`src/rtl/anubis_pkg.sv`:
```
// Shared definitions for the pi permutation pipeline.
//   PiDefN / PiDefW / PiDefStages : default matrix dimension, element width, pipeline depth
//   pi_mode_e                     : permutation mode (PI_FWD = pi, PI_INV = inverse pi)
package anubis_pkg;

  localparam int unsigned PiDefN      = 4;
  localparam int unsigned PiDefW      = 8;
  localparam int unsigned PiDefStages = 2;

  typedef enum logic {
    PI_FWD = 1'b0,
    PI_INV = 1'b1
  } pi_mode_e;

endpackage

```
`src/rtl/pi_perm_comb.sv`:
```
// Combinational pi / inverse-pi permutation of an N x N matrix of W-bit elements.
// Element (i,j) lives at bits [W*(N*i+j) +: W].
//   in_matrix  : source matrix
//   inv        : mode, PI_FWD: out(i,j) = in((i-j) mod N, j); PI_INV: out(i,j) = in((i+j) mod N, j)
//   out_matrix : permuted matrix
module pi_perm_comb
  import anubis_pkg::*;
#(
  parameter int unsigned N = PiDefN,
  parameter int unsigned W = PiDefW
) (
  input  logic [N*N*W-1:0] in_matrix,
  input  logic             inv,
  output logic [N*N*W-1:0] out_matrix
);

  logic is_inv;
  assign is_inv = (pi_mode_e'(inv) == PI_INV);

  // Source rows are elaboration-time constants, so this is pure wiring plus a 2:1 mux.
  for (genvar i = 0; i < N; i++) begin : g_row
    for (genvar j = 0; j < N; j++) begin : g_col
      localparam int unsigned FwdRow = (i + N - j) % N;
      localparam int unsigned InvRow = (i + j) % N;
      assign out_matrix[W*(N*i+j) +: W] = is_inv ? in_matrix[W*(N*InvRow+j) +: W]
                                                 : in_matrix[W*(N*FwdRow+j) +: W];
    end
  end

endmodule

```
`src/rtl/pi_perm_pipe.sv`:
```
// Pipelined pi / inverse-pi matrix permutation with valid/ready handshakes on both sides.
// The permutation is applied before slot 0; later slots only carry data.
//   clk, rst            : clock, synchronous active-high reset
//   in_valid / in_ready : input handshake; in_ready does not depend on in_valid
//   in_inv              : per-word mode (0 = pi, 1 = inverse pi)
//   in_matrix           : N*N*W input matrix
//   out_valid/out_ready : output handshake
//   out_matrix          : permuted matrix
//   stall_cnt           : saturating count of out_valid && !out_ready cycles when built with
//                         PI_STALL_CNT_EN defined, otherwise tied to 0
module pi_perm_pipe
  import anubis_pkg::*;
#(
  parameter int unsigned N      = PiDefN,
  parameter int unsigned W      = PiDefW,
  parameter int unsigned STAGES = PiDefStages
) (
  input  logic             clk,
  input  logic             rst,
  input  logic             in_valid,
  output logic             in_ready,
  input  logic             in_inv,
  input  logic [N*N*W-1:0] in_matrix,
  output logic             out_valid,
  input  logic             out_ready,
  output logic [N*N*W-1:0] out_matrix,
  output logic [31:0]      stall_cnt
);

  localparam int unsigned MW = N * N * W;

  logic [MW-1:0] perm_matrix;

  pi_perm_comb #(
    .N(N),
    .W(W)
  ) u_perm (
    .in_matrix (in_matrix),
    .inv       (in_inv),
    .out_matrix(perm_matrix)
  );

  logic [STAGES-1:0] valid_q;
  logic [STAGES-1:0] mode_q;
  logic [MW-1:0]     data_q   [STAGES];
  logic [STAGES-1:0] load;
  logic [STAGES-1:0] src_valid;
  logic [STAGES-1:0] src_mode;
  logic [MW-1:0]     src_data [STAGES];

  // A slot loads when empty or when its content moves on; this ripples back from the output.
  always_comb begin
    logic chain;
    load           = '0;
    chain          = !valid_q[STAGES-1] || out_ready;
    load[STAGES-1] = chain;
    for (int k = int'(STAGES) - 2; k >= 0; k--) begin
      chain   = !valid_q[k] || chain;
      load[k] = chain;
    end
  end

  always_comb begin
    src_valid    = '0;
    src_mode     = '0;
    src_data     = '{default: '0};
    src_valid[0] = in_valid;
    src_mode[0]  = in_inv;
    src_data[0]  = perm_matrix;
    for (int k = 1; k < int'(STAGES); k++) begin
      src_valid[k] = valid_q[k-1];
      src_mode[k]  = mode_q[k-1];
      src_data[k]  = data_q[k-1];
    end
  end

  always_ff @(posedge clk) begin
    if (rst) begin
      valid_q <= '0;
    end else begin
      for (int k = 0; k < int'(STAGES); k++) begin
        if (load[k]) valid_q[k] <= src_valid[k];
      end
    end
  end

  // Payload needs no reset: it is only observed behind a valid bit.
  always_ff @(posedge clk) begin
    for (int k = 0; k < int'(STAGES); k++) begin
      if (load[k]) begin
        data_q[k] <= src_data[k];
        mode_q[k] <= src_mode[k];
      end
    end
  end

  // Mode already took effect before slot 0; the last slot's copy has no consumer.
  logic unused_mode;
  assign unused_mode = mode_q[STAGES-1];

  assign in_ready   = load[0] && !rst;
  assign out_valid  = valid_q[STAGES-1] && !rst;
  assign out_matrix = rst ? '0 : data_q[STAGES-1];

`ifdef PI_STALL_CNT_EN
  logic [31:0] stall_cnt_q;

  always_ff @(posedge clk) begin
    if (rst) begin
      stall_cnt_q <= '0;
    end else if (out_valid && !out_ready && (stall_cnt_q != 32'hFFFF_FFFF)) begin
      stall_cnt_q <= stall_cnt_q + 32'd1;
    end
  end

  assign stall_cnt = stall_cnt_q;
`else
  assign stall_cnt = '0;
`endif

endmodule
```
`config.mk`:
```
export PLATFORM = sky130hd
export DESIGN_NAME = pi_perm_pipe
export DESIGN_NICKNAME = d
export VERILOG_FILES = /design/src/rtl/anubis_pkg.sv /design/src/rtl/pi_perm_comb.sv /design/src/rtl/pi_perm_pipe.sv
export SDC_FILE = /design/constraint.sdc
export NUM_CORES = 1
export LEC_CHECK = 0
export BUFFER_PORTS_ARGS = -buffer_cell sky130_fd_sc_hd__clkbuf_2
export CORE_MARGIN = 4
export CORE_UTILIZATION = 25
export DETAILED_ROUTE_END_ITERATION = 7
export GPL_TIMING_DRIVEN = 0
export PLACE_DENSITY = 0.54
export REMOVE_ABC_BUFFERS = 1
export SETUP_SLACK_MARGIN = 0.2
export SLEW_MARGIN = 20
export SYNTH_ARGS = -nofsm -noshare
export SYNTH_HDL_FRONTEND = slang
export SYNTH_HIERARCHICAL = 1
export SYNTH_SLANG_ARGS = --single-unit
```
`constraint.sdc`:
```
create_clock -name clk -period 14.9 [get_ports clk]
set_input_delay 2.235 -clock clk [delete_from_list [all_inputs] [get_ports clk]]
set_output_delay 2.235 -clock clk [all_outputs]
set_load 0.01 [all_outputs]
```
After elaboration in Yosys (flattened, before gate mapping):

Memory sizes are Yosys's and may differ from the RTL's.
Index checks and enable logic that the tools add are counted.

* multiplexer cells: 13
* reduce and logical (&&, ||, !) cells: 7

Operators with widths (count)
* two-way mux 128 bit: 1
* two-way mux 8 bit: 8
* two-way mux 1 bit: 4
* zero test 1 bit: 3
* logical AND 1 bit: 2
* logical OR 1 bit: 2

* flip-flop bits (word level): 2
* bits in writable memories: 256
* input port bits: 133
* output and inout bits: 162
* logic and storage cells: 23
* memories kept: 1

Memories
* data_q: depth 2, width 128, read ports 2, clocked after Yosys merged registers in 0, wr ports 2, RTL line pi_perm_pipe.sv:45 `logic [MW-1:0] data_q [STAGES];`

Longest topological paths before layout:

Gate-level depths: netlist of the first run.

* depth after elaboration: 5
* gate-level depth with buffers: 3
* gate-level depth less buffers: 2

Hierarchy:

Netlist of the first run, hierarchy kept.

By module, submodules not included
* pi_perm_pipe: instances 1, cells an instance 441, area an instance 8906.0 µm², sequential area each 7727.4 µm²
* pi_perm_comb: instances 1, cells an instance 135, area an instance 1557.7 µm², sequential area each 0.0 µm²

Worst setup path after synthesis of the first run:

Ideal clock, no wire load.

* path type: input to output
* start: input port out_ready
* end: output port in_ready
* arrival time: 6.215 ns
* setup slack: 6.450 ns
* cell stages on the path: 2
* buffers on the path: 0
* cell sequence: nand3b_1 -> nor2b_1

* longest elaborated chain between the ends: 3

Ends and longest elaborated chain
* start: declaration: RTL line pi_perm_pipe.sv:25 `input logic out_ready,`
* logical OR 1 bit: RTL line pi_perm_pipe.sv:55 `chain = !valid_q[STAGES-1] || out_ready;`
* logical OR 1 bit: RTL line pi_perm_pipe.sv:58 `chain = !valid_q[k] || chain;`
* logical AND 1 bit: RTL line pi_perm_pipe.sv:101 `assign in_ready = load[0] && !rst;`
* end: declaration: RTL line pi_perm_pipe.sv:21 `output logic in_ready,`

No other way between the ends.

Final worst setup path of the first run:

* start: input port out_ready
* end: output port in_ready

* longest elaborated chain between the ends: 3

Ends and longest elaborated chain
* logical OR 1 bit: RTL line pi_perm_pipe.sv:55
* logical OR 1 bit: RTL line pi_perm_pipe.sv:58
* named net load[0]: RTL line pi_perm_pipe.sv:46 `logic [STAGES-1:0] load;`
* logical AND 1 bit: RTL line pi_perm_pipe.sv:101

The timed path passes the listed nets, and every way through them passes these cells.

==> results of run 1 <==
==> kinds of logic (layout without fill, tap and decap cells) <==
family	count (synthesis)	count (layout)	synth area share (%)
and+or+nand+nor	132	132	7.90
DFF	258	258	73.8
buffers and inverters	119	334	9.08
muxes	64	64	9.04
AOI/OAI and AO/OA	2	2	0.0957
other	1	32	0.0358
==> sequential cells by signal, indices dropped and copies added, names as in the netlist <==
signal / count
data_q: 256
valid_q: 2
==> cell usage in the layout, fill, tap and decap left out <==
cell type and instances:
sky130_fd_sc_hd__a21oi_1 2, sky130_fd_sc_hd__buf_16 3, sky130_fd_sc_hd__buf_6 8, sky130_fd_sc_hd__buf_8 2, sky130_fd_sc_hd__bufinv_16 4, sky130_fd_sc_hd__clkbuf_1 6, sky130_fd_sc_hd__clkbuf_16 31, sky130_fd_sc_hd__clkbuf_2 260
sky130_fd_sc_hd__clkbuf_8 2, sky130_fd_sc_hd__clkinv_1 4, sky130_fd_sc_hd__clkinv_2 3, sky130_fd_sc_hd__clkinv_4 3, sky130_fd_sc_hd__clkinvlp_4 5, sky130_fd_sc_hd__conb_1 32, sky130_fd_sc_hd__dfxtp_1 2, sky130_fd_sc_hd__edfxtp_1 256
sky130_fd_sc_hd__inv_1 2, sky130_fd_sc_hd__inv_8 1, sky130_fd_sc_hd__mux2_2 4, sky130_fd_sc_hd__mux2_4 60, sky130_fd_sc_hd__nand2b_4 1, sky130_fd_sc_hd__nand3b_1 1, sky130_fd_sc_hd__nor2b_1 130
==> report_power, final <==
| part | internal [W] | switching [W] |
|---|---|---|
| logic | 0.0000632 | 0.0000637 |
| clock network | 0.000452 | 0.000296 |
| registers | 0.000860 | 0.0000115 |
==> per-stage QoR <==
stage                     worst slack [ps]  hold slack [ps]
after floorplan                       6450              400
after global placement                3800              400
after detailed placement              9360              405
after CTS                             9360              409
after global routing                  9290              413
final                                 9420              411
==> area by class of cell <==
type	instances	share of cell area (%)
clock buffer	37	6.20
clock inverter	20	1.75
inverter	2	0.0583
multi-input combinational	230	14.8
sequential	258	60.1
tap	532	5.17
timing repair buffer	275	11.9
==> worst max-delay path by stage <==
stage              start         endpoint  slack (ps)  cells past startpoint
3_3_place_gp   out_ready         in_ready        3800                      4
6_report       out_ready         in_ready        9420                      4
4_1_cts              rst   out_matrix[97]        9360                      4
5_1_grt              rst  out_matrix[104]        9290                      4
3_5_place_dp         rst   out_matrix[97]        9360                      4
2_1_floorplan  out_ready         in_ready        6450                      2
==> routing by layer <==
layer / up-vias / wire [um]
met5: - / 55
met4: 8 / 451
met3: 43 / 2110
met2: 177 / 10000
met1: 2506 / 8320
li1: 2385 / -
==> run_summary.xml, run 1 <==
<?xml version="1.0" encoding="UTF-8"?>
<metrics>
  <group name="layout">
    <metric name="antennaDiodeCount" unit="">0</metric>
    <metric name="final-instance-count-excl-fill" unit="">1354</metric>
    <metric name="sequential_area" unit="sq um">7730</metric>
    <metric name="flow.area_growth_from_synthesis" unit="%">23.0</metric>
    <metric name="multi_input_comb_area" unit="sq um">1910</metric>
    <metric name="finalNetCount" unit="">931</metric>
    <metric name="final_core_utilization" unit="%">31.3</metric>
    <metric name="fillCellCount" unit="">4103</metric>
    <metric name="post_route_cells_drive_above_1_share" unit="%">47.1</metric>
    <metric name="design_area" unit="sq um">12900</metric>
  </group>
  <group name="synthesis">
    <metric name="synth.cell_area" unit="sq um">10500</metric>
    <metric name="synthMostInstantiatedCell" unit="">sky130_fd_sc_hd__edfxtp_1</metric>
    <metric name="ys_ff_latch" unit="">258</metric>
    <metric name="synthDominantCellAreaShare" unit="%">73.5</metric>
    <metric name="post_synth_num_cell_types" unit="">14</metric>
    <metric name="commonest_cells_post_synth" unit="">sky130_fd_sc_hd__edfxtp_1 (256), sky130_fd_sc_hd__nor2b_1 (130), sky130_fd_sc_hd__buf_4 (104)</metric>
    <metric name="postSynthCellCount" unit="">576</metric>
    <metric name="synth.top_cells.by_area" unit="">sky130_fd_sc_hd__edfxtp_1 (73%), sky130_fd_sc_hd__mux2_4 (8.6%), sky130_fd_sc_hd__nor2b_1 (7.8%)</metric>
    <metric name="ys.flop_type" unit="">sky130_fd_sc_hd__edfxtp_1</metric>
    <metric name="post-synth-top-area-cell" unit="">sky130_fd_sc_hd__edfxtp_1</metric>
    <metric name="yosys_warnings" unit="">6</metric>
    <metric name="synthesis.area_per_instance" unit="sq um">18.2</metric>
    <metric name="yosysSeqAreaShare" unit="%">73.8</metric>
    <metric name="asyncSetResetFlopFracSynth" unit="%">0</metric>
    <metric name="synth_enable_flop_cells" unit="">256</metric>
  </group>
  <group name="setup_path">
    <metric name="cp-start-kind" unit="">primary input</metric>
    <metric name="slowest_stage" unit="">sky130_fd_sc_hd__nand3b_1</metric>
    <metric name="crit_path_max_delay_family" unit="">simple AND/OR/NAND/NOR gates</metric>
    <metric name="path_buf_inv" unit="">2</metric>
    <metric name="regToRegSetupSlack" unit="ps">12980</metric>
    <metric name="reg_to_reg_start" unit="">valid_q[1]</metric>
    <metric name="crit_path_max_fanout" unit="">11</metric>
    <metric name="critical-path-top-cell-by-count" unit="">sky130_fd_sc_hd__clkbuf_2</metric>
    <metric name="rr_worst_depth" unit="">5</metric>
    <metric name="timing.critical_path.cells" unit="">clkbuf_2 -&gt; nand3b_1 -&gt; nor2b_1 -&gt; clkbuf_2</metric>
    <metric name="required" unit="ps">12660</metric>
    <metric name="critPathArrivalTime" unit="ps">3250</metric>
    <metric name="worstReg2RegEnd" unit="">data_q[0][122]</metric>
    <metric name="critPathMaxStageDelay" unit="ps">490</metric>
    <metric name="endpoint_kind" unit="">output pin</metric>
    <metric name="setup.worst_path.class" unit="">primary input to output pin</metric>
  </group>
  <group name="place">
    <metric name="dp_hpwl" unit="um">15000</metric>
    <metric name="placed_area" unit="sq um">11800</metric>
    <metric name="cell_count_after_placement" unit="">1297</metric>
    <metric name="placement.io_buffers" unit="">262</metric>
    <metric name="place.gp.congestion" unit="">0.695</metric>
  </group>
  <group name="global_route">
    <metric name="grt_remaining_overflow" unit="">0</metric>
    <metric name="grt_util_met2" unit="%">14.6</metric>
    <metric name="grt_pass1_wl" unit="um">31000</metric>
    <metric name="antenna_found_initial" unit="">4</metric>
    <metric name="grt_max_degree" unit="">72</metric>
    <metric name="grt.met1_usage" unit="%">10.5</metric>
    <metric name="number_of_global_route_vias_before_repair" unit="">5224</metric>
    <metric name="top_usage_layer" unit="">met2</metric>
    <metric name="grt.total_usage" unit="%">8.89</metric>
    <metric name="grt_use_met3" unit="%">3.91</metric>
  </group>
  <group name="sta">
    <metric name="min_period" unit="ps">5480</metric>
    <metric name="grt_setup_unrepaired" unit="">false</metric>
    <metric name="slew_headroom" unit="%">51.1</metric>
    <metric name="timing.fmax" unit="MHz">182</metric>
    <metric name="number_of_failing_hold_endpoints_at_the_final_stage" unit="">0</metric>
    <metric name="finalMaxSlewViolations" unit="">0</metric>
    <metric name="tightestPinTransition" unit="ps">734</metric>
    <metric name="finalSetupViolations" unit="">0</metric>
    <metric name="setup_total_negative_slack" unit="ps">0</metric>
    <metric name="final_min_period_over_clock_period" unit="%">36.8</metric>
    <metric name="finClkSkew" unit="ps">12.4</metric>
  </group>
  <group name="hold_path">
    <metric name="hold_path.class" unit="">flop to flop</metric>
    <metric name="min_path_cells" unit="">0</metric>
    <metric name="hold_path_startpoint" unit="">data_q[0][29]</metric>
    <metric name="worst_hold_path.endpoint" unit="">data_q[0][157]</metric>
  </group>
  <group name="cts">
    <metric name="clk_pin_slew" unit="ps">60</metric>
    <metric name="clock_root_buffer_master" unit="">sky130_fd_sc_hd__clkbuf_16</metric>
    <metric name="cts_setup_buffers" unit="">0</metric>
    <metric name="ctsResizeCount" unit="">0</metric>
    <metric name="cts.path.max_buffers" unit="">3</metric>
    <metric name="cts_inserted_buffers" unit="">31</metric>
    <metric name="cts_max_level" unit="">1</metric>
    <metric name="tritoncts" unit="">done</metric>
    <metric name="cts.sinks" unit="">258</metric>
    <metric name="hold_buffers" unit="">0</metric>
    <metric name="clock_latency" unit="ps">560</metric>
  </group>
  <group name="die">
    <metric name="initial_utilization" unit="%">25.5</metric>
    <metric name="count_of_standard_cell_rows" unit="">74</metric>
    <metric name="io_pins" unit="">295</metric>
    <metric name="overall_die_area" unit="sq um">45200</metric>
    <metric name="die_width" unit="um">213</metric>
    <metric name="coreArea" unit="sq um">41100</metric>
    <metric name="die_h" unit="um">213</metric>
  </group>
  <group name="pwr">
    <metric name="power_per_cell_area" unit="nW/um^2">136</metric>
    <metric name="p_leak" unit="nW">5.33</metric>
    <metric name="power" unit="W">0.00175</metric>
    <metric name="vdd_ir_drop_max" unit="mV">0.0683</metric>
  </group>
  <group name="route">
    <metric name="ant_nets" unit="">0</metric>
    <metric name="vias" unit="">5119</metric>
    <metric name="routed_wirelength" unit="um">21000</metric>
    <metric name="first_pass_iters" unit="">4</metric>
    <metric name="routedWlPerCell" unit="um">15.5</metric>
    <metric name="remaining_drc_errors" unit="">0</metric>
    <metric name="vias_per_cell" unit="">3.78</metric>
    <metric name="initialDrtViolationCount" unit="">203</metric>
  </group>
  <group name="status">
    <metric name="result_of_the_run" unit="">finished clean</metric>
  </group>
  <group name="run">
    <metric name="cap_viol_max_count" unit="">0</metric>
  </group>
</metrics>
No activity file was read; power rests on OpenSTA's default activity.
==> run 2, diff against run 1 <==
--- a/config.mk
+++ b/config.mk
@@ -10,7 +10,7 @@
 export CORE_UTILIZATION = 25
 export DETAILED_ROUTE_END_ITERATION = 7
 export GPL_TIMING_DRIVEN = 0
-export PLACE_DENSITY = 0.54
+export PLACE_DENSITY = 0.56
 export REMOVE_ABC_BUFFERS = 1
 export SETUP_SLACK_MARGIN = 0.2
 export SLEW_MARGIN = 20
==> constraint.sdc (replaced) <==
create_clock -name clk -period 4.81 [get_ports clk]
set_input_delay 0.7215 -clock clk [delete_from_list [all_inputs] [get_ports clk]]
set_output_delay 0.7215 -clock clk [all_outputs]
set_load 0.01 [all_outputs]
==> run_summary.xml, run 2 (synthesis gave the netlist of run 1 again) <==
<?xml version="1.0" encoding="UTF-8"?>
<metrics>
  <group name="cts">
    <metric name="ctsResizeCount" unit="">0</metric>
    <metric name="clk_pin_slew" unit="ps">60</metric>
    <metric name="cts.sinks" unit="">258</metric>
    <metric name="cts_inserted_buffers" unit="">34</metric>
    <metric name="cts.path.max_buffers" unit="">3</metric>
    <metric name="clock_latency" unit="ps">520</metric>
    <metric name="tritoncts" unit="">done</metric>
    <metric name="clock_root_buffer_master" unit="">sky130_fd_sc_hd__clkbuf_16</metric>
    <metric name="cts_setup_buffers" unit="">0</metric>
    <metric name="cts_max_level" unit="">2</metric>
    <metric name="hold_buffers" unit="">0</metric>
  </group>
  <group name="die">
    <metric name="die_width" unit="um">213</metric>
    <metric name="count_of_standard_cell_rows" unit="">74</metric>
    <metric name="initial_utilization" unit="%">25.5</metric>
    <metric name="overall_die_area" unit="sq um">45200</metric>
    <metric name="coreArea" unit="sq um">41100</metric>
    <metric name="die_h" unit="um">213</metric>
    <metric name="io_pins" unit="">295</metric>
  </group>
  <group name="setup_path">
    <metric name="reg_to_reg_start" unit="">valid_q[1]</metric>
    <metric name="regToRegSetupSlack" unit="ps">2760</metric>
    <metric name="crit_path_max_fanout" unit="">13</metric>
    <metric name="critPathArrivalTime" unit="ps">1890</metric>
    <metric name="setup.worst_path.class" unit="">flop to output pin</metric>
    <metric name="cp-start-kind" unit="">flop</metric>
    <metric name="endpoint_kind" unit="">output pin</metric>
    <metric name="critPathMaxStageDelay" unit="ps">510</metric>
    <metric name="worstReg2RegEnd" unit="">data_q[0][127]</metric>
    <metric name="timing.critical_path.cells" unit="">nand3b_1 -&gt; nor2b_1 -&gt; clkbuf_2</metric>
    <metric name="slowest_stage" unit="">sky130_fd_sc_hd__nand3b_1</metric>
    <metric name="rr_worst_depth" unit="">5</metric>
    <metric name="path_buf_inv" unit="">1</metric>
    <metric name="required" unit="ps">4090</metric>
    <metric name="crit_path_max_delay_family" unit="">simple AND/OR/NAND/NOR gates</metric>
  </group>
  <group name="place">
    <metric name="placement.setup.worst_slack" unit="ps">2220</metric>
    <metric name="dp_hpwl" unit="um">15300</metric>
    <metric name="place.gp.congestion" unit="">0.684</metric>
    <metric name="placed_area" unit="sq um">11900</metric>
    <metric name="placement.io_buffers" unit="">262</metric>
  </group>
  <group name="sta">
    <metric name="timing.hold.ws" unit="ps">374</metric>
    <metric name="min_period" unit="ps">2610</metric>
    <metric name="number_of_failing_hold_endpoints_at_the_final_stage" unit="">0</metric>
    <metric name="finalMaxSlewViolations" unit="">0</metric>
    <metric name="timing.fmax" unit="MHz">383</metric>
    <metric name="finClkSkew" unit="ps">13.5</metric>
    <metric name="slew_headroom" unit="%">49.3</metric>
    <metric name="fin_ws" unit="ps">2200</metric>
    <metric name="final_min_period_over_clock_period" unit="%">54.3</metric>
    <metric name="grt_setup_unrepaired" unit="">false</metric>
    <metric name="tightestPinTransition" unit="ps">760</metric>
    <metric name="finalSetupViolations" unit="">0</metric>
  </group>
  <group name="pwr">
    <metric name="power" unit="W">0.00573</metric>
    <metric name="vdd_ir_drop_max" unit="mV">0.176</metric>
    <metric name="power_per_cell_area" unit="nW/um^2">439</metric>
    <metric name="p_leak" unit="nW">5.44</metric>
  </group>
  <group name="route">
    <metric name="first_pass_iters" unit="">6</metric>
    <metric name="ant_nets" unit="">0</metric>
    <metric name="routed_wirelength" unit="um">21600</metric>
    <metric name="initialDrtViolationCount" unit="">213</metric>
    <metric name="vias" unit="">5129</metric>
    <metric name="remaining_drc_errors" unit="">0</metric>
    <metric name="vias_per_cell" unit="">3.77</metric>
    <metric name="routedWlPerCell" unit="um">15.8</metric>
  </group>
  <group name="layout">
    <metric name="flow.area_growth_from_synthesis" unit="%">24.7</metric>
    <metric name="layout.cells.most_common" unit="">sky130_fd_sc_hd__clkbuf_2</metric>
    <metric name="finalNetCount" unit="">935</metric>
    <metric name="most-common-layout-cells" unit="">sky130_fd_sc_hd__clkbuf_2 (260), sky130_fd_sc_hd__edfxtp_1 (256), sky130_fd_sc_hd__nor2b_1 (130)</metric>
    <metric name="post_route_cells_drive_above_1_share" unit="%">48.0</metric>
    <metric name="design_area" unit="sq um">13000</metric>
    <metric name="largest_register_ffs" unit="">256</metric>
    <metric name="largestRegisters" unit="">data_q (256), valid_q (2)</metric>
    <metric name="largest_register" unit="">data_q</metric>
  </group>
  <group name="global_route">
    <metric name="number_of_global_route_vias_before_repair" unit="">5289</metric>
    <metric name="grt.total_usage" unit="%">9.32</metric>
    <metric name="antenna_found_initial" unit="">6</metric>
    <metric name="grt_pass1_wl" unit="um">31700</metric>
    <metric name="grt_max_degree" unit="">92</metric>
    <metric name="grt_remaining_overflow" unit="">0</metric>
  </group>
  <group name="status">
    <metric name="result_of_the_run" unit="">finished clean</metric>
  </group>
  <group name="hold_path">
    <metric name="hold_path_startpoint" unit="">in_matrix[34]</metric>
    <metric name="min_path_cells" unit="">1</metric>
    <metric name="hold_path.class" unit="">primary input to flop</metric>
    <metric name="worst_hold_path.endpoint" unit="">data_q[0][34]</metric>
  </group>
  <group name="run">
    <metric name="cap_viol_max_count" unit="">0</metric>
  </group>
</metrics>
==> run 2: worst max-delay path by stage <==
stage / end / start / depth (start not counted) / slack [ps]
3_5_place_dp: in_ready / out_ready / 4 / 2220
5_1_grt: in_ready / valid_q[1] / 3 / 2010
3_3_place_gp: in_ready / out_ready / 4 / -3100
2_1_floorplan: in_ready / out_ready / 2 / -610
6_report: in_ready / valid_q[1] / 3 / 2200
4_1_cts: in_ready / valid_q[1] / 3 / 2080
==> run 2: final cells by class <==
cell class,count,area (sq um)
timing repair buffer,276,1540
clock inverter,20,239
multi-input combinational,230,1910
tap,532,666
inverter,2,7.51
antenna,2,5.00
clock buffer,41,951
sequential,258,7730
fill,4075,28100
==> run 2: stage by stage <==
step	util [%]	std cells	TNS, ps
after floorplan	-	490	-30170
after global placement	28.3	1284	-558810
after detailed placement	28.8	1298	0
after CTS	31.7	1359	0
after global routing	31.7	1360	0
final	31.7	1361	0
==> run 2: layer usage <==
metal / wire [um] / up-vias / global-route usage [%]
li1: - / 2394 / -
met1: 8370 / 2492 / 10.4
met2: 10500 / 184 / 15.3
met3: 2000 / 51 / 4.49
met4: 662 / 8 / 3.95
met5: 55 / - / 0
==> run 2: power by group <==
part | switching [W] | internal, W
clock network | 0.000959 | 0.00168
logic | 0.000198 | 0.000196
registers | 0.0000359 | 0.00266
